### src/rtl/spi_controller.sv
// SPI mode-0 initiator: turns one valid/ready register request into a 16-bit
// frame {rw, addr[6:0], data[7:0]} and returns the read byte captured from cipo.
module spi_controller #(
    parameter int unsigned CLK_DIV = 4
) (
    input  logic       clk,
    input  logic       rst_n,
    input  logic       req_valid,
    output logic       req_ready,
    input  logic       req_write,
    input  logic [6:0] req_addr,
    input  logic [7:0] req_wdata,
    output logic       done,
    output logic [7:0] rd_data,
    output logic       sclk,
    output logic       copi,
    input  logic       cipo,
    output logic       ncs
);

    localparam int unsigned HW = 8;
    localparam int unsigned BW = 4;
    localparam int unsigned FW = 16;
    localparam logic [HW-1:0] H_RELOAD = HW'(CLK_DIV - 1);

    typedef enum logic [1:0] {IDLE, SHIFT, HOLD, GAP} state_t;

    state_t        state, state_nxt;
    logic [HW-1:0] h_cnt, h_nxt;
    logic [BW-1:0] bit_cnt, bit_nxt;
    logic          high, high_nxt;
    logic [FW-1:0] shreg, shreg_nxt;
    logic          is_read, is_read_nxt;
    logic [7:0]    cap, cap_nxt;
    logic          sync1, sync2;
    logic          sclk_nxt, copi_nxt, ncs_nxt, done_nxt;
    logic [7:0]    rd_nxt;
    logic [FW-1:0] frame_c;

    assign req_ready = (state == IDLE);
    assign frame_c   = {req_write, req_addr, req_write ? req_wdata : 8'h00};

    // State, datapath and output registers
    always_ff @(posedge clk or negedge rst_n) begin
        if (!rst_n) begin
            state   <= IDLE;
            h_cnt   <= '0;
            bit_cnt <= '0;
            high    <= 1'b0;
            shreg   <= '0;
            is_read <= 1'b0;
            cap     <= '0;
            sync1   <= 1'b0;
            sync2   <= 1'b0;
            sclk    <= 1'b0;
            copi    <= 1'b0;
            ncs     <= 1'b1;
            done    <= 1'b0;
            rd_data <= '0;
        end else begin
            state   <= state_nxt;
            h_cnt   <= h_nxt;
            bit_cnt <= bit_nxt;
            high    <= high_nxt;
            shreg   <= shreg_nxt;
            is_read <= is_read_nxt;
            cap     <= cap_nxt;
            sync1   <= cipo;
            sync2   <= sync1;
            sclk    <= sclk_nxt;
            copi    <= copi_nxt;
            ncs     <= ncs_nxt;
            done    <= done_nxt;
            rd_data <= rd_nxt;
        end
    end

    // Next-state and next-output logic
    always_comb begin
        state_nxt   = state;
        h_nxt       = h_cnt;
        bit_nxt     = bit_cnt;
        high_nxt    = high;
        shreg_nxt   = shreg;
        is_read_nxt = is_read;
        cap_nxt     = cap;
        sclk_nxt    = sclk;
        copi_nxt    = copi;
        ncs_nxt     = ncs;
        done_nxt    = 1'b0;
        rd_nxt      = rd_data;

        case (state)
            IDLE: begin
                sclk_nxt = 1'b0;
                ncs_nxt  = 1'b1;
                copi_nxt = 1'b0;
                if (req_valid) begin
                    state_nxt   = SHIFT;
                    shreg_nxt   = frame_c;
                    is_read_nxt = ~req_write;
                    copi_nxt    = frame_c[FW-1];
                    ncs_nxt     = 1'b0;
                    h_nxt       = H_RELOAD;
                    bit_nxt     = BW'(FW - 1);
                    high_nxt    = 1'b0;
                end
            end
            SHIFT: begin
                if (h_cnt != '0) begin
                    h_nxt = h_cnt - HW'(1);
                end else if (!high) begin
                    h_nxt    = H_RELOAD;
                    high_nxt = 1'b1;
                    sclk_nxt = 1'b1;
                end else begin
                    // End of high half: sample just before sclk falls
                    h_nxt    = H_RELOAD;
                    high_nxt = 1'b0;
                    sclk_nxt = 1'b0;
                    cap_nxt  = {cap[6:0], sync2};
                    if (bit_cnt == '0) begin
                        state_nxt = HOLD;
                    end else begin
                        bit_nxt   = bit_cnt - BW'(1);
                        shreg_nxt = {shreg[FW-2:0], 1'b0};
                        copi_nxt  = shreg[FW-2];
                    end
                end
            end
            HOLD: begin
                if (h_cnt != '0) begin
                    h_nxt = h_cnt - HW'(1);
                end else begin
                    state_nxt = GAP;
                    h_nxt     = H_RELOAD;
                    ncs_nxt   = 1'b1;
                    copi_nxt  = 1'b0;
                    done_nxt  = 1'b1;
                    if (is_read) begin
                        rd_nxt = cap;
                    end
                end
            end
            GAP: begin
                if (h_cnt != '0) begin
                    h_nxt = h_cnt - HW'(1);
                end else begin
                    state_nxt = IDLE;
                    h_nxt     = H_RELOAD;
                end
            end
            default: state_nxt = IDLE;
        endcase
    end

endmodule
### config.mk
export PLATFORM = sky130hd
export DESIGN_NAME = spi_controller
export DESIGN_NICKNAME = d
export VERILOG_FILES = /design/src/rtl/spi_controller.sv
export SDC_FILE = /design/constraint.sdc
export NUM_CORES = 1
export LEC_CHECK = 0
export ABC_AREA = 0
export BUFFER_PORTS_ARGS = -buffer_cell sky130_fd_sc_hd__buf_2
export CORE_MARGIN = 10
export CORE_UTILIZATION = 35
export CTS_CLUSTER_DIAMETER = 100
export DETAILED_ROUTE_END_ITERATION = 12
export GPL_TIMING_DRIVEN = 0
export HOLD_SLACK_MARGIN = 0.03
export PLACE_DENSITY = 0.65
export SLEW_MARGIN = 25
export SYNTH_ARGS = -nofsm -noshare
export SYNTH_HDL_FRONTEND = slang
export SYNTH_SLANG_ARGS = --single-unit
### constraint.sdc
create_clock -name clk -period 3.66 [get_ports clk]
set_clock_uncertainty 0.15 [all_clocks]
set_input_delay 0.732 -clock clk [delete_from_list [all_inputs] [get_ports clk]]
set_output_delay 0.732 -clock clk [all_outputs]
set_load 0.05 [all_outputs]
* Word level (Yosys, flattened, before mapping)
Cells that the tools add are included.
** Operators by class
- Muxes and demuxes :: 37
- $add $sub $neg :: 2
- Eq/ne operators :: 10
- Reduce and logical (&&, ||, !) cells :: 16
- Bitwise logic cells :: 2
** Operator list (number)
- $mux W15 :: 4
- $pmux W15 S2 :: 1
- $mux W8 :: 3
- $mux W4 :: 4
- $pmux W8 S2 :: 1
- $ne A2 B2 Y1 const B :: 7
- $mux W1 :: 12
- $mux W2 :: 6
- $reduce_and A5 Y1 :: 2
- $reduce_and A3 Y1 :: 3
- $pmux W2 S4 :: 1
- $pmux W4 S2 :: 1
- $reduce_bool A8 Y1 :: 1
- $sub A8 B1 Y8 const B :: 1
- $pmux W1 S2 :: 3
- $reduce_and A2 Y1 :: 3
- $reduce_and A6 Y1 :: 1
- $eq A2 B2 Y1 const B :: 2
- $logic_not A4 Y1 :: 1
- $reduce_bool A2 Y1 :: 2
- $sub A4 B1 Y4 const B :: 1
- $pmux W1 S3 :: 1
- $reduce_bool A3 Y1 :: 1
- $reduce_or A3 Y1 :: 1
- 3 further kinds :: 4
** Storage, ports and cells
- Output and inout port bits :: 13
- Bits in registers :: 53

* Logic depth before layout (Yosys ltp)
- Word-level depth :: 5
- Gate-level depth with buffers :: 8
- Mapped depth without buffers :: 6

* Worst setup path before layout
No wires, ideal clock.
- Kind :: flip-flop to flip-flop
- From :: register state[0]
- To :: register shreg[5]
- Stages on the path, launching flop included :: 9
- Period minus slack after synthesis :: 2.505 ns
- Path slack :: 1.155 ns
- Arrival time :: 2.228 ns
- Data required time :: 3.383 ns
- Path buffers :: 2
- Cells stage by stage :: dfrtp_1 -> inv_1 -> ha_1 -> buf_2 -> nor2b_1 -> a41oi_2 -> nor2_4 -> buf_6 -> mux2_1
** Between the ends
- Cells in the longest elaborated chain, start to end :: 3
** RTL lines
- from (decl) :: line 28 : state_t state, state_nxt;
- from (signal assigned) :: line 61 : state <= state_nxt;
- $logic_not A2 Y1 (*)
- via req_ready :: line 9 : output logic req_ready,
- $ne A2 B2 Y1 (no line) / $reduce_bool A2 Y1 (equally long branches)
- $reduce_and A5 Y1 (no line)
- to (signal assigned) :: line 65 : shreg <= shreg_nxt;
- to (decl) :: line 32 : logic [FW-1:0] shreg, shreg_nxt;
Mark *: on every way through the listed nets, which the timed path passes. The rest lies on a longest branch.
A chain may end at the register's enable or synchronous reset.

* Worst setup path in the final report
- From :: register h_cnt[0]
- To :: register shreg[6]
** Between the ends
- Cells in the longest elaborated chain, start to end :: 3
** RTL lines
- from (decl) :: line 29 : logic [HW-1:0] h_cnt, h_nxt;
- from (signal assigned) :: line 62 : h_cnt <= h_nxt;
- $reduce_bool A8 Y1 :: line 110 : if (h_cnt != '0) begin
- $ne A2 B2 Y1 (no line)
- $reduce_and A5 Y1 (no line)
Every way passes these cells.

==> flow_metrics.env <==
export IMPL_grt_pass1_wl_mm=9.025
export IMPL_synth_largest_area_cell="dfrtp_1"
export IMPL_power_frac_seq_pct=41.1
export IMPL_slew_violations=0
export IMPL_grt_max_degree=54
export IMPL_die_area_mm2=0.01115
export IMPL_synth_distinct_cells=48
export IMPL_syn_area_per_cell_um2=12.04
export IMPL_pwr_share_clk_pct=16.3
export IMPL_status="complete, no violations"
export IMPL_max_freq_ghz=0.3726
export IMPL_route_detailed_drc=0
export IMPL_worstHoldPathCells=0
export IMPL_slew_headroom_pct=47.99
export IMPL_overflow=0
export IMPL_ios=33
export IMPL_rows=31
export IMPL_static_leakage_power_nw=1.375
export IMPL_hpwl_mm=3.731
export IMPL_ys_warn_count=0
export IMPL_ys_seq_area_share_pct=51.78
export IMPL_synthTopCellsByArea="dfrtp_1 51%, mux2_2 12%, ha_1 3.4%"
export IMPL_antenna_found_initial=0
export IMPL_cts_buffer_depth=2
export IMPL_core_mm2=0.007176
export IMPL_clockRootBuffer="clkbuf_8"
export IMPL_n_fill_cell=699
export IMPL_post_cts_buffers=0
export IMPL_fin_crit_ns=2.684
export IMPL_power_density_mw_per_mm2=703.8
export IMPL_clock_latency_ns=0.31
export IMPL_postRouteAntennaNets=0
export IMPL_endpoint_kind="flip-flop"
export IMPL_hp_class="reg2reg"
export IMPL_place_inst=344
export IMPL_period_share_pct=73.33
export IMPL_holdBufCountCts=0
export IMPL_cts_repair_resized=0
export IMPL_finalHoldViolations=0
export IMPL_drtIter0Drc=95
export IMPL_track_usage_pct=9.755
export IMPL_synth_top_area_share_pct=50.76
export IMPL_irDropWorstVdd_uv=268.6
export IMPL_num_nets_final=279
export IMPL_cts_clk_slew_worst_paths_ns=0.09
export IMPL_cts_htree_levels=2
export IMPL_setup_violations=0
export IMPL_tns_ns=0
export IMPL_rr_worst_depth=7
export IMPL_synthCells=213
export IMPL_layout_common_cells="52 x dfrtp_1, 33 x buf_2, 27 x mux2_2"
export IMPL_grt_pass1_vias=1924
export IMPL_synthArstFlopShare_pct=100.0
export IMPL_combPwrFrac_pct=42.6
export IMPL_wl_mm=5.225
export IMPL_dr_total_vias=1790
export IMPL_swShare_pct=39.84
export IMPL_place_gp_congestion=0.7516
export IMPL_tightestPinTransition_ns=0.7696
export IMPL_cp_data_required_time_ns=3.70
export IMPL_start_util_pct=35.73
export IMPL_io_buffers=32
export IMPL_die_w_um=105.6
export IMPL_layout_commonest_cell="dfrtp_1"
export IMPL_drt_pass1_iterations=4
export IMPL_stdcell_count=352
export IMPL_crit_arrival_ns=2.72
export IMPL_post_drt_wl_per_cell_um=14.84
export IMPL_synth_edf_count=0
export IMPL_total_power_mw=2.069
export IMPL_startpoint_type="flip-flop"
export IMPL_via_per_inst=5.085
export IMPL_cts_sinks=53
export IMPL_cts_made_buffers=5
export IMPL_die_height_um=105.6
export IMPL_maxCapViolCount=0
export IMPL_p_sw_mw=0.8245
export IMPL_syn_cell_area_mm2=0.002564
export IMPL_rsz0062_at_grt="false"
export IMPL_synth_seq_cells=53
export IMPL_syn_to_final_growth_pct=14.69
export IMPL_cts_tree="built"
export IMPL_ys_flop_type="dfrtp_1"
export IMPL_antenna_cells=0
export IMPL_crit_type="reg2reg"
export IMPL_drive_gt1_share_pct=34.78
export IMPL_cell_internal_pwr_mw=1.245
export IMPL_crit_path_max_fanout=10
export IMPL_syn_nets=240
==> area by class of cell <==
class | count | area (um2) | share of cell area [%]
Sequential cell | 53 | 1328 | 45.15
Inverter | 9 | 33.78 | 1.149
Multi-Input combinational cell | 142 | 1151 | 39.15
Timing Repair Buffer | 32 | 162.7 | 5.532
Clock buffer | 5 | 68.82 | 2.340
Buffer | 9 | 51.30 | 1.745
Tap cell | 99 | 123.9 | 4.213
Clock inverter | 3 | 21.27 | 0.7234
==> state kept, by name, summed over array words and instances (netlist names) <==
name     count
sync2        1
sync1        1
is_read      1
state        2
shreg       15
sclk         1
h_cnt        8
copi         1
bit_cnt      4
high         1
done         1
cap          8
rd_data      8
ncs          1
==> synthesized netlist by cell type (2+ instances only) <==
cell       n
a21oi_1    7
a22o_1     3
a31oi_1    6
a32o_1     7
and3_1     2
buf_2      2
buf_4      2
clkbuf_1   3
dfrtp_1   52
ha_1       7
inv_1      9
mux2_1     3
mux2_2    27
mux2i_1    3
nand2_1    9
nand2b_1   2
nand3_1    4
nor2_1    10
nor2b_1    5
nor3_1     4
nor3b_1    2
o21ai_0    7
o221a_2    5
o22a_1     2
o31ai_1    3
or2_2      5
==> power groups by stage <==
| stage | clock network, mW | logic (mW) | registers, mW |
|---|---|---|---|
| 2_1_floorplan | 0 | 0.653 | 0.887 |
| 3_3_place_gp | 0 | 0.867 | 0.857 |
| 3_5_place_dp | 0 | 0.886 | 0.863 |
| 4_1_cts | 0.352 | 0.890 | 0.852 |
| 5_1_grt | 0.376 | 0.981 | 0.877 |
| 6_report | 0.337 | 0.882 | 0.851 |
==> cells by family (layout without fill, tap and decap cells) <==
logic type	after synthesis	after routing	share of synthesized area (%)
and+or+nand+nor	54	54	12.40
muxes	33	33	14.35
xor gates and xnor gates	2	2	0.6834
AOI/OAI and AO/OA	46	46	14.06
buffers and inverters	18	58	3.318
adders and majority gates	7	7	3.416
DFF	53	53	51.78
==> final timing paths <==
check | start | to | slack, ns
max | h_cnt[0] | shreg[6] | 0.98
min | sync1 | sync2 | 0.21
max reg2reg | h_cnt[0] | shreg[6] | 0.98
min reg2reg | sync1 | sync2 | 0.21
max in group asynchronous | rst_n | bit_cnt[2] | 2.60
min in group asynchronous | rst_n | copi | 0.30
==> metrics by stage <==
stage                     utilization, %  instance area (um2)  hold WS (ns)  setup WS (ns)
final                              40.98                 2940        0.2055         0.9763
after global routing               40.98                 2940        0.2209         0.8249
after CTS                          40.98                 2940        0.2097         0.9766
after detailed placement           39.72                 2850        0.1858         0.9878
after global placement             39.69                 2848        0.1844          1.071
after floorplan                        -                 2564        0.1812          1.155
==> metal layers <==
layer / GRT usage [%] / up-vias / wire [um]
met3: 2.984 / 5 / 225
met4: 2.611 / 0 / 46
met5: 0 / - / 0
li1: - / 866 / -
met1: 12.08 / 885 / 2470
met2: 16.13 / 34 / 2482
==> critical path, stage by stage (launching register included) <==
cell and delay (ns):
dfrtp_1 0.43, inv_1 0.09, ha_1 0.16, nor4bb_1 0.69, a41oi_2 0.27, nor2_4 0.26
buf_6 0.18, mux2_1 0.33
No activity file was read; power rests on OpenSTA's default activity.
